==> config.mk <==
export PLATFORM = sky130hd
export DESIGN_NAME = alu_divider
export DESIGN_NICKNAME = d
export VERILOG_FILES = /design/src/rtl/alu_pkg.sv /design/src/rtl/div_step.sv /design/src/rtl/alu_divider.sv
export SDC_FILE = /design/constraint.sdc
export NUM_CORES = 1
export LEC_CHECK = 0
export CAP_MARGIN = 20
export CORE_AREA = 2 2 167 169
export CTS_CLUSTER_SIZE = 10
export DETAILED_ROUTE_END_ITERATION = 10
export DIE_AREA = 0 0 169 171
export GPL_TIMING_DRIVEN = 0
export PLACE_DENSITY = 0.62
export SYNTH_ARGS = -nofsm -noshare
export SYNTH_HDL_FRONTEND = slang
export SYNTH_SLANG_ARGS = --single-unit
==> constraint.sdc <==
create_clock -name clk -period 2.9 [get_ports clk]
set_input_delay 0.58 -clock clk [delete_from_list [all_inputs] [get_ports clk]]
set_output_delay 0.58 -clock clk [all_outputs]
set_load 0.02 [all_outputs]
==> src/rtl/alu_pkg.sv <==
`default_nettype none
// ============================================================================
// Module  : alu_pkg
// Brief   : Shared ALU constants: divide-group opcodes, datapath width and
//           the divider state encoding.
// Rev     : 1.0
// ============================================================================
package alu_pkg;

    localparam int XLEN = 32;

    localparam logic [5:0] OP_DIV  = 6'b010100;
    localparam logic [5:0] OP_DIVU = 6'b010101;
    localparam logic [5:0] OP_REM  = 6'b010110;
    localparam logic [5:0] OP_REMU = 6'b010111;

    typedef enum logic [1:0] {
        IDLE  = 2'd0,
        CALC  = 2'd1,
        FIXUP = 2'd2,
        DONE  = 2'd3
    } div_state_t;

endpackage
`default_nettype wire

==> src/rtl/div_step.sv <==
`default_nettype none
// ============================================================================
// Module  : div_step
// Brief   : One radix-2 restoring division step (combinational).
// Rev     : 1.0
// ============================================================================
module div_step #(
    parameter int XLEN = 32
) (
    input  logic [XLEN:0]   rem,
    input  logic [XLEN-1:0] q,
    input  logic [XLEN-1:0] d,
    output logic [XLEN:0]   rem_next,
    output logic [XLEN-1:0] q_next
);

    // One guard bit above the trial difference so the borrow is never lost.
    logic [XLEN+1:0] w_shift;
    logic [XLEN+1:0] w_diff;
    logic            w_neg;

    assign w_shift = {rem, q[XLEN-1]};
    assign w_diff  = w_shift - {2'b00, d};
    assign w_neg   = w_diff[XLEN+1];

    always_comb begin
        rem_next = w_neg ? w_shift[XLEN:0] : w_diff[XLEN:0];
        q_next   = {q[XLEN-2:0], ~w_neg};
    end

endmodule
`default_nettype wire

==> src/rtl/alu_divider.sv <==
`default_nettype none
// ============================================================================
// Module  : alu_divider
// Brief   : Iterative RV32M divider (DIV/DIVU/REM/REMU), one quotient bit per
//           cycle, with divide-by-zero and signed-overflow fast paths.
// Rev     : 1.0
// ============================================================================
module alu_divider #(
    parameter int XLEN = 32,
    parameter int ITER = XLEN
) (
    input  logic            clk,
    input  logic            rst_n,
    input  logic            start,
    input  logic [5:0]      ALUControl,
    input  logic [XLEN-1:0] operand1,
    input  logic [XLEN-1:0] operand2,
    input  logic            flush,
    output logic            busy,
    output logic            done,
    output logic [XLEN-1:0] resultALU
);

    import alu_pkg::*;

    localparam logic [1:0] c_st_idle  = IDLE;
    localparam logic [1:0] c_st_calc  = CALC;
    localparam logic [1:0] c_st_fixup = FIXUP;
    localparam logic [1:0] c_st_done  = DONE;

    localparam int            c_cnt_w   = $clog2(ITER);
    localparam logic [XLEN-1:0] c_int_min = {1'b1, {(XLEN-1){1'b0}}};

    logic [1:0]         r_state;
    logic [XLEN:0]      r_rem;
    logic [XLEN-1:0]    r_q;
    logic [XLEN-1:0]    r_d;
    logic [c_cnt_w-1:0] r_count;
    logic               r_is_rem;
    logic               r_qsign;
    logic               r_rsign;
    logic [XLEN-1:0]    r_result;

    logic               w_is_div;
    logic               w_is_signed;
    logic               w_is_rem;
    logic [XLEN-1:0]    w_abs1;
    logic [XLEN-1:0]    w_abs2;
    logic [XLEN:0]      w_rem_next;
    logic [XLEN-1:0]    w_q_next;
    logic [XLEN-1:0]    w_quot;
    logic [XLEN-1:0]    w_remd;

    assign w_is_signed = (ALUControl == OP_DIV) || (ALUControl == OP_REM);
    assign w_is_rem    = (ALUControl == OP_REM) || (ALUControl == OP_REMU);
    assign w_is_div    = w_is_signed || (ALUControl == OP_DIVU) || (ALUControl == OP_REMU);

    assign w_abs1 = (w_is_signed && operand1[XLEN-1]) ? -operand1 : operand1;
    assign w_abs2 = (w_is_signed && operand2[XLEN-1]) ? -operand2 : operand2;

    // Sign flags are only ever set for signed ops, so FIXUP needs no op check.
    assign w_quot = r_qsign ? -r_q : r_q;
    assign w_remd = r_rsign ? -r_rem[XLEN-1:0] : r_rem[XLEN-1:0];

    div_step #(.XLEN(XLEN)) u_div_step (
        .rem      (r_rem),
        .q        (r_q),
        .d        (r_d),
        .rem_next (w_rem_next),
        .q_next   (w_q_next)
    );

    always_ff @(posedge clk) begin
        if (!rst_n) begin
            r_state  <= c_st_idle;
            r_rem    <= '0;
            r_q      <= '0;
            r_d      <= '0;
            r_count  <= '0;
            r_is_rem <= 1'b0;
            r_qsign  <= 1'b0;
            r_rsign  <= 1'b0;
            r_result <= '0;
        end else begin
            case (r_state)
                c_st_idle: begin
                    if (start && w_is_div && !flush) begin
                        r_is_rem <= w_is_rem;
                        if (operand2 == '0) begin
                            r_result <= w_is_rem ? operand1 : '1;
                            r_state  <= c_st_done;
                        end else if (w_is_signed && (operand1 == c_int_min) && (operand2 == '1)) begin
                            r_result <= w_is_rem ? '0 : c_int_min;
                            r_state  <= c_st_done;
                        end else begin
                            r_rem   <= '0;
                            r_q     <= w_abs1;
                            r_d     <= w_abs2;
                            r_count <= c_cnt_w'(ITER - 1);
                            r_qsign <= w_is_signed && (operand1[XLEN-1] ^ operand2[XLEN-1]);
                            r_rsign <= w_is_signed && operand1[XLEN-1];
                            r_state <= c_st_calc;
                        end
                    end
                end
                c_st_calc: begin
                    if (flush) begin
                        r_state <= c_st_idle;
                    end else begin
                        r_rem <= w_rem_next;
                        r_q   <= w_q_next;
                        if (r_count == '0) begin
                            r_state <= c_st_fixup;
                        end else begin
                            r_count <= r_count - 1'b1;
                        end
                    end
                end
                c_st_fixup: begin
                    if (flush) begin
                        r_state <= c_st_idle;
                    end else begin
                        r_result <= r_is_rem ? w_remd : w_quot;
                        r_state  <= c_st_done;
                    end
                end
                c_st_done: r_state <= c_st_idle;
                default:   r_state <= c_st_idle;
            endcase
        end
    end

    assign busy      = (r_state != c_st_idle);
    assign done      = (r_state == c_st_done);
    assign resultALU = r_result;

endmodule
`default_nettype wire

==> flow_metrics.env <==
export IMPL_status="finished, violations left"
export IMPL_failed_checks="negative setup slack"
export IMPL_r2r_slack_ns=-0.30
export IMPL_wl_per_cell_um=20.0
export IMPL_worst_setup_path_start_kind="register"
export IMPL_worst_setup_path_type="register to register"
export IMPL_synth_seq_area_share=0.261
export IMPL_coreArea_mm2=0.0273
export IMPL_grt_overflow_total=0
export IMPL_antenna_found_initial=0
export IMPL_timing_final_crit_share=1.10
export IMPL_ys_ff_latch=139
export IMPL_final_nets=1739
export IMPL_p_total_mw=6.16
export IMPL_pre_cts_slack_ns=-1.71
export IMPL_die_w_um=169
export IMPL_final_hold_viol_count=0
export IMPL_vias=11800
export IMPL_layout_common_cells="nand2_1, o21ai_0, dfxtp_1, clkdlybuf4s50_1, xnor2_1"
export IMPL_fp_dieH_um=171
export IMPL_reg2regPathDepth=9
export IMPL_rsz0062_at_grt="yes"
export IMPL_port_buffer_count=107
export IMPL_track_usage=0.265
export IMPL_num_antenna_cells=0
export IMPL_ant_nets=0
export IMPL_drt_total_wl_mm=39.6
export IMPL_cts_buffers=17
export IMPL_setup_viol=32
export IMPL_p_per_area_mw_per_mm2=425
export IMPL_synthDominantCellAreaShare=0.261
export IMPL_fin_skew_ns=0.0129
export IMPL_grt_pass1_vias=10800
export IMPL_cts_buffer_depth=2
export IMPL_postSynthCellCount=1441
export IMPL_fp_dieArea_mm2=0.0289
export IMPL_io_pins=108
export IMPL_clk_pin_slew_ns=0.07
export IMPL_vdd_ir_drop_max_mv=0.314
export IMPL_worstSkewPairLatency_ns=0.44
export IMPL_hold_path_class="register to register"
export IMPL_clock_root_buffer="clkbuf_16"
export IMPL_final_common_cell="nand2_1"
export IMPL_drt_iter0_drc=1219
export IMPL_slew_headroom=0.464
export IMPL_start_util=0.390
export IMPL_fin_crit_ns=3.20
export IMPL_whs_endpoint="resultALU[20]"
export IMPL_max_freq_mhz=312
export IMPL_yosysWarnings=0
export IMPL_synth_edf_count=0
export IMPL_crit_arrival_ns=3.54
export IMPL_min_path_cells=1
export IMPL_synth_main_ff_cell="dfxtp_1"
export IMPL_cp_max_fo=5
export IMPL_synth_area_mm2=0.0106
export IMPL_worstPathRequired_ns=3.23
export IMPL_std_cell_rows=61
export IMPL_p_leak_nw=5.62
export IMPL_drv_cap=0
export IMPL_first_pass_iters=8
export IMPL_grt_pass1_wl_mm=59.8
export IMPL_syn_nets=1555
export IMPL_fillers=2613
export IMPL_ctsHoldBuffers=0
export IMPL_cts_tree="built"
export IMPL_r2r_end="resultALU[27]"
export IMPL_drive_gt1_frac=0.202
export IMPL_endpoint_kind="register"
export IMPL_r2r_start="r_q[14]"
export IMPL_clkSinkCount=139
export IMPL_grt_max_degree=17
export IMPL_synth_top_cell_by_area="dfxtp_1"
export IMPL_worst_pin_slew_ns=0.803
export IMPL_h_tree_depth=4
export IMPL_synth_area_leaders="dfxtp_1, nand2_1, o21ai_0"
export IMPL_min_from="resultALU[20]"
export IMPL_fin_ws_ns=-0.303
export IMPL_dp_hpwl_mm=29.3
export IMPL_globalplace_congestion=0.933
export IMPL_via_per_inst=5.93
export IMPL_area_growth_pct=36.3
export IMPL_avgSynthCellArea_um2=7.39
export IMPL_synth_distinct_cells=66
export IMPL_slew_viol_final=0
export IMPL_drc=0
export IMPL_async_flop_share=0
## power by group
part | switching, mW | internal, mW | leakage, nW | total (mW)
sequential | 0.0298 | 1.93 | 1.14 | 1.96
combinational | 0.905 | 0.862 | 4.17 | 1.77
clock | 0.960 | 1.48 | 0.307 | 2.44
## cells in the mapped netlist, drive strengths merged, types with 20 or more instances
master,count
nand2,208
o21ai,144
dfxtp,139
a21oi,101
clkbuf,82
xnor2,80
nor2,72
xor2,66
inv,59
o211ai,41
a21boi,40
ha,39
nand3,38
o31ai,27
nor3,24
and2,20
or3,20
## routing by layer
layer | track usage | vias to the layer above | routed length [um]
met5 | 0 | - | 0
met4 | 0.0903 | 0 | 1350
met3 | 0.0608 | 85 | 2890
met2 | 0.431 | 486 | 17800
met1 | 0.346 | 5624 | 17600
li1 | - | 5561 | -
## area by class of cell
class / instances / area (um2) / share of cell area
multi-input combinational: 1153 / 8170 / 0.563
sequential: 139 / 2850 / 0.196
timing repair buffer: 174 / 1680 / 0.116
buffer: 81 / 519 / 0.0358
clock buffer: 20 / 447 / 0.0308
tap: 346 / 433 / 0.0298
inverter: 59 / 224 / 0.0154
clock inverter: 12 / 188 / 0.0129
## timing repair
item	CTS	global route
cloned	0	7
pin swaps	34	49
gates resized for setup	181	184
setup buffers	28	35
endpoints found under the setup margin	137	122
## worst max path at each step
stage | endpoint | slack, ns | start
floorplan | resultALU[27] | -0.09 | r_q[14]
global placement | r_rsign | -1.69 | ALUControl[4]
global route | resultALU[27] | -0.35 | r_q[14]
CTS | resultALU[27] | -0.27 | r_q[14]
detailed placement | r_rsign | -1.71 | ALUControl[4]
finish | resultALU[27] | -0.30 | r_q[14]
## state kept, by name (all words and copies together), names as in the netlist
signal,count
r_d,32
r_rem,33
r_is_rem,1
r_count,5
r_rsign,1
resultALU,32
r_q,32
r_state,2
r_qsign,1
## cells by family after synthesis
| group | synth area share |
|---|---|
| flip-flops | 0.261 |
| XOR/XNOR | 0.120 |
| AO/OA/AOI/OAI | 0.294 |
| AND/OR/NAND/NOR | 0.213 |
| adder cells (fa/ha/maj) | 0.0477 |
| buffers and inverters | 0.0567 |
| multiplexers | 0.00658 |
## critical path: stages (launching register included)
cell,delay [ns]
dfxtp_4,0.34
or4_4,0.53
or3_4,0.35
or3_4,0.34
or3_4,0.34
or3_4,0.38
o31ai_4,0.19
xor2_1,0.26
a221oi_2,0.12
a22o_1,0.24
## per-stage QoR
step	util	setup TNS [ns]	std cells	area, um2	hold slack, ns
2_1_floorplan	-	-0.179	1441	10700	0.441
3_3_place_gp	0.448	-182.15	1894	12200	0.436
3_5_place_dp	0.448	-185.78	1894	12200	0.439
4_1_cts	0.500	-1.05	1946	13700	0.454
5_1_grt	0.531	-6.63	1984	14500	0.488
6_report	0.531	-2.84	1984	14500	0.451
No activity file was read; power rests on OpenSTA's default activity.
